`config.mk`:
```
export PLATFORM = sky130hd
export DESIGN_NAME = rnn_layer_sequencer
export DESIGN_NICKNAME = d
export VERILOG_FILES = /design/src/rtl/rnn_pkg.sv /design/src/rtl/rnn_seq_watchdog.sv /design/src/rtl/rnn_layer_sequencer.sv
export SDC_FILE = /design/constraint.sdc
export NUM_CORES = 1
export LEC_CHECK = 0
export BUFFER_PORTS_ARGS = -buffer_cell sky130_fd_sc_hd__buf_2
export CORE_MARGIN = 5
export CORE_UTILIZATION = 51
export DETAILED_ROUTE_END_ITERATION = 16
export GPL_ROUTABILITY_DRIVEN = 0
export PLACE_DENSITY = 0.82
export SLEW_MARGIN = 40
export SYNTH_ARGS = -nofsm -noshare
export SYNTH_HDL_FRONTEND = slang
export SYNTH_HIERARCHICAL = 1
export SYNTH_SLANG_ARGS = --single-unit
```
`constraint.sdc`:
```
create_clock -name clk -period 2.64 [get_ports clk]
set_input_delay 0.396 -clock clk [delete_from_list [all_inputs] [get_ports clk]]
set_output_delay 0.396 -clock clk [all_outputs]
set_load 0.1 [all_outputs]
```
`src/rtl/rnn_pkg.sv`:
```
// Shared definitions for the denoise RNN layer sequencer: state encoding,
// layer index map and the per-state awaited-layer lookup.
package rnn_pkg;

    localparam int NUM_LAYERS = 6;

    localparam int L_DENSE1 = 0;
    localparam int L_GRU1   = 1;
    localparam int L_DENSE2 = 2;
    localparam int L_GRU2   = 3;
    localparam int L_GRU3   = 4;
    localparam int L_DENSE3 = 5;

    typedef enum logic [2:0] {
        ST_IDLE,
        ST_D1,
        ST_G1,
        ST_G2,
        ST_G3,
        ST_D3,
        ST_WAIT,
        ST_OUT
    } seq_state_t;

    // Layer whose done pulse moves the chain forward; S_WAIT reports dense2.
    function automatic logic [2:0] awaited_layer(input seq_state_t s);
        logic [2:0] idx;
        case (s)
            ST_D1:   idx = 3'(L_DENSE1);
            ST_G1:   idx = 3'(L_GRU1);
            ST_G2:   idx = 3'(L_GRU2);
            ST_G3:   idx = 3'(L_GRU3);
            ST_D3:   idx = 3'(L_DENSE3);
            default: idx = 3'(L_DENSE2);
        endcase
        return idx;
    endfunction

    function automatic logic awaits_engine(input seq_state_t s);
        return (s == ST_D1) || (s == ST_G1) || (s == ST_G2) ||
               (s == ST_G3) || (s == ST_D3);
    endfunction

endpackage

```
`src/rtl/rnn_seq_watchdog.sv`:
```
// Per-state cycle watchdog: restarts on every state entry and flags the
// cycle in which the TIMEOUT_CYC-th cycle of the current state is spent.
module rnn_seq_watchdog #(
    parameter int TIMEOUT_CYC = 4096,
    parameter int TIMEOUT_W   = 13
) (
    input  logic clk,
    input  logic rst,
    input  logic restart,
    input  logic active,
    output logic expired
);

    localparam logic [TIMEOUT_W-1:0] LAST = TIMEOUT_W'(TIMEOUT_CYC - 1);

    logic [TIMEOUT_W-1:0] count_reg;
    logic [TIMEOUT_W-1:0] count_cur;

    // count_cur is the number of cycles already spent in the current state
    assign count_cur = restart ? '0 : count_reg;
    assign expired   = active && (count_cur == LAST);

    always_ff @(posedge clk) begin
        if (rst) begin
            count_reg <= '0;
        end else if (active) begin
            count_reg <= count_cur + TIMEOUT_W'(1);
        end
    end

endmodule

```
`src/rtl/rnn_layer_sequencer.sv`:
```
// Frame scheduler for the six denoise RNN layer engines. Optional per-state
// watchdog is built when RNN_SEQ_TIMEOUT_EN is defined.
module rnn_layer_sequencer
    import rnn_pkg::*;
#(
    parameter int FRAME_CNT_W = 16,
    parameter int TIMEOUT_CYC = 4096,
    parameter int TIMEOUT_W   = 13
) (
    input  logic                   clk,
    input  logic                   rst,
    input  logic                   frame_valid,
    output logic                   frame_ready,
    input  logic                   state_clear,
    output logic                   feat_load,
    output logic [NUM_LAYERS-1:0]  layer_start,
    input  logic [NUM_LAYERS-1:0]  layer_done,
    output logic                   gru_state_clr,
    output logic                   result_valid,
    input  logic                   result_ready,
    output logic                   result_err,
    output logic                   err_unexp,
    output logic                   err_timeout,
    output logic [2:0]             err_layer,
    output logic [FRAME_CNT_W-1:0] frame_cnt,
    output logic                   busy
);

    if (TIMEOUT_CYC < 1 || TIMEOUT_CYC >= (1 << TIMEOUT_W)) begin : g_bad_timeout_cfg
        $error("TIMEOUT_CYC must lie in 1 .. 2**TIMEOUT_W-1");
    end

    seq_state_t             state_reg, state_next;
    logic                   entry_reg;
    logic                   clr_q_reg, clr_q_next;
    logic                   d2_pend_reg, d2_pend_next;
    logic                   err_unexp_reg;
    logic [FRAME_CNT_W-1:0] frame_cnt_reg;
    logic [NUM_LAYERS-1:0]  unexp_vec;
    logic [2:0]             await_idx;
    logic                   await_any;
    logic                   complete;

    assign await_idx = awaited_layer(state_reg);
    assign await_any = awaits_engine(state_reg);
    assign complete  = (state_reg == ST_OUT) && result_ready;

    genvar gi;
    generate
        for (gi = 0; gi < NUM_LAYERS; gi++) begin : g_unexp
            assign unexp_vec[gi] = layer_done[gi]
                && !(await_any && (await_idx == 3'(gi)))
                && !((gi == L_DENSE2) && d2_pend_reg);
        end
    endgenerate

`ifdef RNN_SEQ_TIMEOUT_EN
    logic       wd_active;
    logic       timeout_hit;
    logic       timeout_jump;
    logic       err_timeout_reg;
    logic [2:0] err_layer_reg;
    logic       result_err_reg;

    assign wd_active = (state_reg == ST_D1) || (state_reg == ST_G1) ||
                       (state_reg == ST_G2) || (state_reg == ST_G3) ||
                       (state_reg == ST_D3) || (state_reg == ST_WAIT);

    rnn_seq_watchdog #(
        .TIMEOUT_CYC (TIMEOUT_CYC),
        .TIMEOUT_W   (TIMEOUT_W)
    ) u_watchdog (
        .clk     (clk),
        .rst     (rst),
        .restart (entry_reg),
        .active  (wd_active),
        .expired (timeout_hit)
    );
`endif

    always_comb begin
        state_next   = state_reg;
        layer_start  = '0;
        d2_pend_next = d2_pend_reg;
        clr_q_next   = clr_q_reg;
`ifdef RNN_SEQ_TIMEOUT_EN
        timeout_jump = 1'b0;
`endif
        case (state_reg)
            ST_IDLE: begin
                if (frame_valid) begin
                    state_next = ST_D1;
                    clr_q_next = state_clear;
                end
            end
            ST_D1: begin
                layer_start[L_DENSE1] = entry_reg;
                if (layer_done[L_DENSE1]) state_next = ST_G1;
            end
            ST_G1: begin
                layer_start[L_GRU1] = entry_reg;
                if (layer_done[L_GRU1]) begin
                    state_next   = ST_G2;
                    d2_pend_next = 1'b1;
                end
            end
            ST_G2: begin
                layer_start[L_DENSE2] = entry_reg;
                layer_start[L_GRU2]   = entry_reg;
                if (layer_done[L_GRU2]) state_next = ST_G3;
            end
            ST_G3: begin
                layer_start[L_GRU3] = entry_reg;
                if (layer_done[L_GRU3]) state_next = ST_D3;
            end
            ST_D3: begin
                layer_start[L_DENSE3] = entry_reg;
                if (layer_done[L_DENSE3]) state_next = ST_WAIT;
            end
            ST_WAIT: begin
                if (!d2_pend_reg) state_next = ST_OUT;
            end
            ST_OUT: begin
                if (result_ready) state_next = ST_IDLE;
            end
            default: state_next = ST_IDLE;
        endcase

        // dense2 runs alongside the gru2 -> gru3 -> dense3 chain
        if (layer_done[L_DENSE2] &&
            ((state_reg == ST_G2) || (state_reg == ST_G3) ||
             (state_reg == ST_D3) || (state_reg == ST_WAIT))) begin
            d2_pend_next = 1'b0;
        end

`ifdef RNN_SEQ_TIMEOUT_EN
        // A done pulse in the expiry cycle still wins over the abort
        if (timeout_hit && (state_next == state_reg)) begin
            timeout_jump = 1'b1;
            state_next   = ST_OUT;
            d2_pend_next = 1'b0;
        end
`endif
    end

    always_ff @(posedge clk) begin
        if (rst) begin
            state_reg     <= ST_IDLE;
            entry_reg     <= 1'b0;
            clr_q_reg     <= 1'b0;
            d2_pend_reg   <= 1'b0;
            err_unexp_reg <= 1'b0;
            frame_cnt_reg <= '0;
        end else begin
            state_reg   <= state_next;
            entry_reg   <= (state_next != state_reg);
            clr_q_reg   <= clr_q_next;
            d2_pend_reg <= d2_pend_next;
            if ((state_reg != ST_IDLE) && (|unexp_vec)) begin
                err_unexp_reg <= 1'b1;
            end
            if (complete) begin
                frame_cnt_reg <= frame_cnt_reg + FRAME_CNT_W'(1);
            end
        end
    end

`ifdef RNN_SEQ_TIMEOUT_EN
    always_ff @(posedge clk) begin
        if (rst) begin
            err_timeout_reg <= 1'b0;
            err_layer_reg   <= '0;
            result_err_reg  <= 1'b0;
        end else if (timeout_jump) begin
            err_timeout_reg <= 1'b1;
            err_layer_reg   <= await_idx;
            result_err_reg  <= 1'b1;
        end else if (complete) begin
            result_err_reg  <= 1'b0;
        end
    end

    assign err_timeout = err_timeout_reg;
    assign err_layer   = err_layer_reg;
    assign result_err  = result_err_reg && (state_reg == ST_OUT);
`else
    assign err_timeout = 1'b0;
    assign err_layer   = '0;
    assign result_err  = 1'b0;
`endif

    assign frame_ready   = (state_reg == ST_IDLE);
    assign feat_load     = (state_reg == ST_IDLE) && frame_valid;
    assign result_valid  = (state_reg == ST_OUT);
    assign busy          = (state_reg != ST_IDLE);
    assign err_unexp     = err_unexp_reg;
    assign frame_cnt     = frame_cnt_reg;
    assign gru_state_clr = clr_q_reg && (layer_start[L_GRU1] |
                                         layer_start[L_GRU2] |
                                         layer_start[L_GRU3]);

endmodule

```
# Yosys cells after proc, flatten, opt, wreduce, memory -nomap -nowiden

Index checks and enable logic that the tools add are counted.

Register bits: 23
Bits in latches: 0
RAM bits: 0
ROM bits: 0
Input bits: 11
Output and inout port bits: 33
Logic and storage cells: 76
Memories kept: 0

Add/subtract/negate cells: 1
Multipliers: 0
Div/mod/pow operators: 0
Magnitude comparators: 0
Equal/unequal tests: 13
Shifts and indexed selects: 0
Multiplexer cells: 15
Bitwise gates (word level): 2
Reduce and logical (&&, ||, !) cells: 39

Operators with widths:

| operator                                                        | count |
|---|---|
| 3-bit 2-to-1 mux                                                | 8 |
| 3-bit one-hot mux with 8 select lines                           | 1 |
| 3-bit == test, second input constant                            | 6 |
| 1-bit logical AND                                               | 18 |
| 16-bit by 1-bit adder with 16-bit output, second input constant | 1 |
| 3-bit one-hot mux with 5 select lines                           | 1 |
| 3-bit by 2-bit == test with 1-bit output, second input constant | 4 |
| 1-bit zero test                                                 | 7 |
| 1-bit logical OR                                                | 7 |
| 3-bit by 1-bit == test with 1-bit output, second input constant | 2 |
| 3-bit zero test                                                 | 2 |
| 6-bit OR reduction                                              | 1 |
| 1-bit 2-to-1 mux                                                | 4 |
| 2-bit AND reduction                                             | 2 |
| 3-bit inequality test                                           | 1 |
| 3-bit nonzero test                                              | 1 |
| 2-bit 2-to-1 mux                                                | 1 |
| 1-bit OR                                                        | 2 |
| 2-bit OR reduction                                              | 1 |

# Logic depth before layout (Yosys ltp)

Gate-level depths: netlist of run 1.

Word-level depth: 11
Gate-level depth with buffers: 9
Depth with buffers taken out: 7

# Least setup slack after synthesis of run 1

Ideal clock, no wire load.

Kind: register -> output
Start: reg state_reg[1]
End: out busy
Data arrival time: 4042 ps
Data required time: 2244 ps
Path slack: -1798 ps
Stages on the path, launching flop included: 5
Path buffers: 2
Cell sequence: dfxtp_1 buf_6 buf_6 nor3_1 inv_1

Word-level cells in the longest chain between the ends: 1

Ends and longest elaborated chain:

| what                   | line                       | source |
|---|---|---|
| from (decl)            | rnn_layer_sequencer.sv:33  | `seq_state_t state_reg, state_next;` |
| from (signal assigned) | rnn_layer_sequencer.sv:155 | `state_reg <= state_next;` |
| 3-bit nonzero test     | rnn_layer_sequencer.sv:195 | `assign busy = (state_reg != ST_IDLE);` |
| to (decl)              | rnn_layer_sequencer.sv:26  | `output logic busy` |

No other way between the ends.

# Final worst setup path of run 1

Start: reg state_reg[0]
End: out layer_start[2]

Word-level cells in the longest chain between the ends: 2

Ends and longest elaborated chain:

| what                                     | line                      | source |
|---|---|---|
| 3-bit by 2-bit == test with 1-bit output | rnn_layer_sequencer.sv:89 | `case (state_reg)` |
| 2-bit 2-to-1 mux                         | rnn_layer_sequencer.sv:89 |  |
| to (decl)                                | rnn_layer_sequencer.sv:16 | `output logic [NUM_LAYERS-1:0] layer_start,` |

No other way between the ends.

==> results.toml, run 1 <==
[sta]
hold_violations = 0
max_freq_mhz = 430.6
period_share_pct = 87.98
timing.setup.tns_ns = 0
hold_slack_ns = 0.2754
report.final.slew_viol_count = 0
worst_slack_ns = 0.3174
clock_skew_ns = 0.005833
setup_viol = 0
min_period_ns = 2.323
rsz0062_at_grt = "false"
slew_headroom_pct = 65.42
max_slew.worst_pin.slew_ns = 0.5180

[global_routing]
grt_pass1_vias = 1323
antenna_found_initial = 0
grt_usage_pct = 17.42
grt_pass1_wl_um = 5906
grt_max_degree = 23
grt_overflow = 0

[detailed_routing]
drt_wl_total_um = 3446
drt_drc_violations_left = 0
met2_length_um = 1589
drtPass1Iterations = 4
drtAntennaViolNets = 0
drt-initial-drc-count = 64
met1_length_um = 1587
met3RoutedLength_um = 243
highest_layer = "met4"
wl_per_cell_um = 13.62
vias_per_cell = 5.660
vias = 1432

[die]
io_pins = 44
dieArea_um2 = 4161
core-area_um2 = 2805
rows = 19
die_w_um = 64.51
start_util_pct = 54.01
die_h_um = 64.51

[cts]
cts_post_setup_buffers_inserted = 0
clock-sinks = 23
cts-htree-levels = 1
clk_root_buffer_cell = "clkbuf_4"
cts_buffer_depth = 2
cts_resized = 0
cts-buffers-inserted = 3
cts_hold_buf = 0
cts_tree = "done"
cts.clk_slew.worst_paths_ns = 0.12
clk_latency_ns = 0.31

[synth]
synth_xor_area_share_pct = 7.514
ys_seq_elements = 23
synth_compound_area_share_pct = 14.62
syn-cell-area_um2 = 1515
synthSimpleGateAreaFrac_pct = 30.97
synth.distinct_cells = 46
synth_edf_count = 0
synth_top_family_by_area = "simple AND/OR/NAND/NOR gates"
avgSynthCellArea_um2 = 8.060
synth_adder_area_share_pct = 3.303
synthMuxAreaShare_pct = 3.468
async_flop_share_pct = 0
syn_inst = 188
yosys_warnings = 6
ys_seq_area_share_pct = 30.39
ys.flop_type = "dfxtp_1"

[worst_hold_path]
hold_class = "in -> reg"

[critical_path]
crit_path_max_fanout = 14
slowest_delay_ns = 0.67
path_buf_inv = 1
ff2ff_setup_slack_ns = 0.43
crit_slowest_cell = "dfxtp_1"
critPathLaunchType = "flip-flop"
crit_path_end_kind = "primary output"
path_cells = "nand2_1 > nor2_2 > buf_2"
crit_family = "flip-flops"
cp.arrival_ns = 1.93
worst-endpoint-required_ns = 2.24
crit_type = "reg -> out"

[placement]
placed_cell_area_um2 = 1688
dp_worst_setup_slack_ns = 0.4960
dpl.hpwl_um = 2670
port_buffers = 38
place_inst = 249

[cells_and_area]
final_cells = 253
design_area_um2 = 1714
final_cell_mix = "38 x buf_2, 30 x nor2_1, 23 x dfxtp_1, 13 x nand2_1, 10 x inv_1"
largest_register_ffs = 16
final_net_count = 238
diodes = 0
drive_gt1_share_pct = 26.13
final_common_cell = "buf_2"
syn_to_final_growth_pct = 13.13

[outcome]
status = "finished clean"

[run]
max-cap-violations = 0

[pwr]
power_density_nw_per_um2 = 820.4
peakVddDrop_mv = 0.3954
p_leak_nw = 0.7355
-- path summary, 6_finish.rpt --
kind | cells past startpoint | to | from
worst max-delay path | 3 | layer_start[2] | state_reg[0]$_SDFF_PP0_
worst min-delay path | 2 | d2_pend_reg$_SDFFE_PP0P_ | layer_done[2]
worst max register to register | 7 | entry_reg$_SDFF_PP0_ | state_reg[2]$_SDFF_PP0_
worst min register to register | 2 | err_unexp$_SDFFE_PP0P_ | err_unexp$_SDFFE_PP0P_
-- metal layers --
layer  GRT usage (%)  vias to the layer above
li1                -                      719
met1           22.18                      652
met2           29.77                       57
met3           4.491                        4
met4           3.694                        0
met5               0                        -
-- through the flow --
stage          utilization (%)  total power [mW]
3_3_place_gp             60.17             1.238
6_report                 61.11             1.406
5_1_grt                  61.11             1.486
4_1_cts                  61.11             1.404
3_5_place_dp             60.17             1.243
2_1_floorplan                -             1.146
-- synth_stat cells (3+ instances only) --
cell type,n,share of area [%]
a211oi_1,4,2.0
a21oi_1,9,3.0
and3_1,4,1.7
buf_4,8,4.0
buf_6,3,2.2
dfxtp_1,23,30
ha_1,4,3.3
inv_1,10,2.5
mux2i_1,3,2.0
nand2_1,13,3.2
nand3_1,7,2.3
nor2_1,31,7.7
nor3_1,4,1.3
nor4_2,3,2.5
o21ai_0,9,3.0
or3_1,4,1.7
xnor2_1,7,4.0
xor2_1,6,3.5
-- kinds of logic (layout without fill, tap and decap cells) --
group / count (synthesis) / after routing
xor gates and xnor gates: 13 / 13
muxes: 5 / 5
other: 1 / 5
adders and majority gates: 4 / 4
DFF: 23 / 23
AOI/OAI and AO/OA: 34 / 34
buffers and inverters: 24 / 54
and+or+nand+nor: 84 / 84
-- power breakdown --
group	switching [mW]	total, mW	internal, mW	leakage, nW
sequential	0.0517	0.432	0.380	0.186
combinational	0.614	0.813	0.199	0.534
clock	0.102	0.161	0.0589	0.0150
total	0.769	1.41	0.638	0.736
-- worst register-to-register path, delay by kind of cell (launching register included) --
kind,cells,cell delay (ns)
simple gates,3,0.70
flops,1,0.55
buf+inv,1,0.21
fa+ha+maj,1,0.31
compound gates,2,0.32
-- cell type report --
class	count	area [µm²]
multi-input cells	145	945.9
inverters	10	37.54
well taps	31	38.79
repair buffers	40	205.2
fillers	261	1091
clock buffers	4	26.28
flip-flops and latches	23	460.4
Note: power is estimated with default switching activity, not from simulation.
==> run 2, diff against run 1 <==
Settings changed: CELL_PAD_IN_SITES_DETAIL_PLACEMENT from default to 0, CELL_PAD_IN_SITES_GLOBAL_PLACEMENT from default to 1, CORE_UTILIZATION 51 to 37.
==> run 2 against run 1 <==
Effect of this change:
- hold slack better by 0.029 ns
- routed wire length increased by 2.7%
- combinational power up 1%
- largest cell class unchanged
- critical path depth did not move
- die area increased by 32%
- clock power increased by 42%
==> results.toml, run 2 (same netlist as run 1, synthesis figures left out) <==
[cells_and_area]
nFillCells = 392
final_cell_mix = "38 x buf_2, 30 x nor2_1, 23 x dfxtp_1, 13 x nand2_1, 10 x inv_1"
syn_to_final_growth_pct = 16.52
design_area_um2 = 1765
final_common_cell = "buf_2"
diodes = 0
largest_register_ffs = 16
drive_gt1_share_pct = 26.91
final_net_count = 239

[sta]
max_slew.worst_pin.slew_ns = 0.5017
period_share_pct = 86.28
setup_viol = 0
report.final.slew_viol_count = 0
timing.setup.tns_ns = 0
slew_headroom_pct = 66.51
clock_skew_ns = 0.004457
hold_violations = 0
max_freq_mhz = 439.0
rsz0062_at_grt = "false"
min_period_ns = 2.278

[die]
io_pins = 44
dieArea_um2 = 5475
die_h_um = 74.00
rows = 23
core-area_um2 = 3971
start_util_pct = 38.15
die_w_um = 74.00

[detailed_routing]
vias_per_cell = 5.114
drt_drc_violations_left = 0
drt-initial-drc-count = 125
drtPass1Iterations = 4
drt_wl_total_um = 3539
met2_length_um = 1560
drtAntennaViolNets = 0
wl_per_cell_um = 12.96
highest_layer = "met4"
met3RoutedLength_um = 284
met1_length_um = 1659
vias = 1396

[global_routing]
grt_pass1_vias = 1297
grt_usage_pct = 13.67
grt_overflow = 0
grt_pass1_wl_um = 5954
antenna_found_initial = 0
grt_max_degree = 23

[pwr]
peakVddDrop_mv = 0.3072
p_leak_nw = 0.7513
power_density_nw_per_um2 = 837.4

[placement]
placed_cell_area_um2 = 1719
dpl.hpwl_um = 2664
port_buffers = 38

[critical_path]
reg2reg_from = "state_reg[2]$_SDFF_PP0_"
worst-endpoint-required_ns = 2.24
crit_start = "state_reg[0]$_SDFF_PP0_"
crit_type = "reg -> out"
critPathLaunchType = "flip-flop"
cp.arrival_ns = 1.88
crit_path_end_kind = "primary output"
ff2ff_setup_slack_ns = 0.49
crit_path_max_fanout = 14

[cts]
cts-htree-levels = 1
cts_hold_buf = 0
cts_post_setup_buffers_inserted = 0
clk_latency_ns = 0.27
cts_resized = 0
clock-sinks = 23
cts-buffers-inserted = 3
cts_buffer_depth = 2
cts_tree = "done"
cts.clk_slew.worst_paths_ns = 0.09
clk_root_buffer_cell = "clkbuf_8"

[worst_hold_path]
hold_start = "layer_done[2]"
hold_class = "in -> reg"

[outcome]
status = "finished clean"

[run]
max-cap-violations = 0
run 2: final cells by class:
cell class	instances	area, µm²	area share [%]
inverters	10	37.54	2.126
clock buffers	3	41.29	2.339
repair buffers	41	212.7	12.05
flip-flops and latches	23	460.4	26.08
multi-input cells	145	945.9	53.58
well taps	50	62.56	3.544
clock inverters	1	5.005	0.2835
run 2: worst paths after layout:
check                              to  cells after the start
max                    layer_start[3]                      3
min          d2_pend_reg$_SDFFE_PP0P_                      2
max reg2reg      entry_reg$_SDFF_PP0_                      7
min reg2reg    err_unexp$_SDFFE_PP0P_                      2
run 2: where the power goes:
group	total [mW]	internal [mW]	leakage, nW	switching, mW
registers	0.427	0.380	0.186	0.0467
logic	0.823	0.208	0.539	0.615
clock network	0.229	0.106	0.0255	0.123
run 2: metal layers:
| layer | vias up | GRT usage, % |
|---|---|---|
| met1 | 633 | 18.03 |
| met5 | - | 0 |
| li1 | 715 | - |
| met4 | 0 | 4.225 |
| met2 | 43 | 22.44 |
| met3 | 5 | 2.838 |
run 2: worst max-delay path, stage by stage (launching register included):
cell,delay [ns]
dfxtp_1,0.64
nand2_1,0.34
nor2_2,0.19
buf_2,0.44
run 2: stage by stage:
step                      power, mW  cells  hold slack (ns)  utilization (%)  worst slack, ns
after floorplan               1.146    192           0.4602                -           0.1149
after global placement        1.258    269           0.4831            43.29           0.5085
after detailed placement      1.254    269           0.4815            43.29           0.5564
after CTS                     1.484    273           0.3015            44.45           0.3711
after global routing          1.561    273           0.3271            44.45           0.2725
final                         1.478    273           0.3047            44.45           0.3622
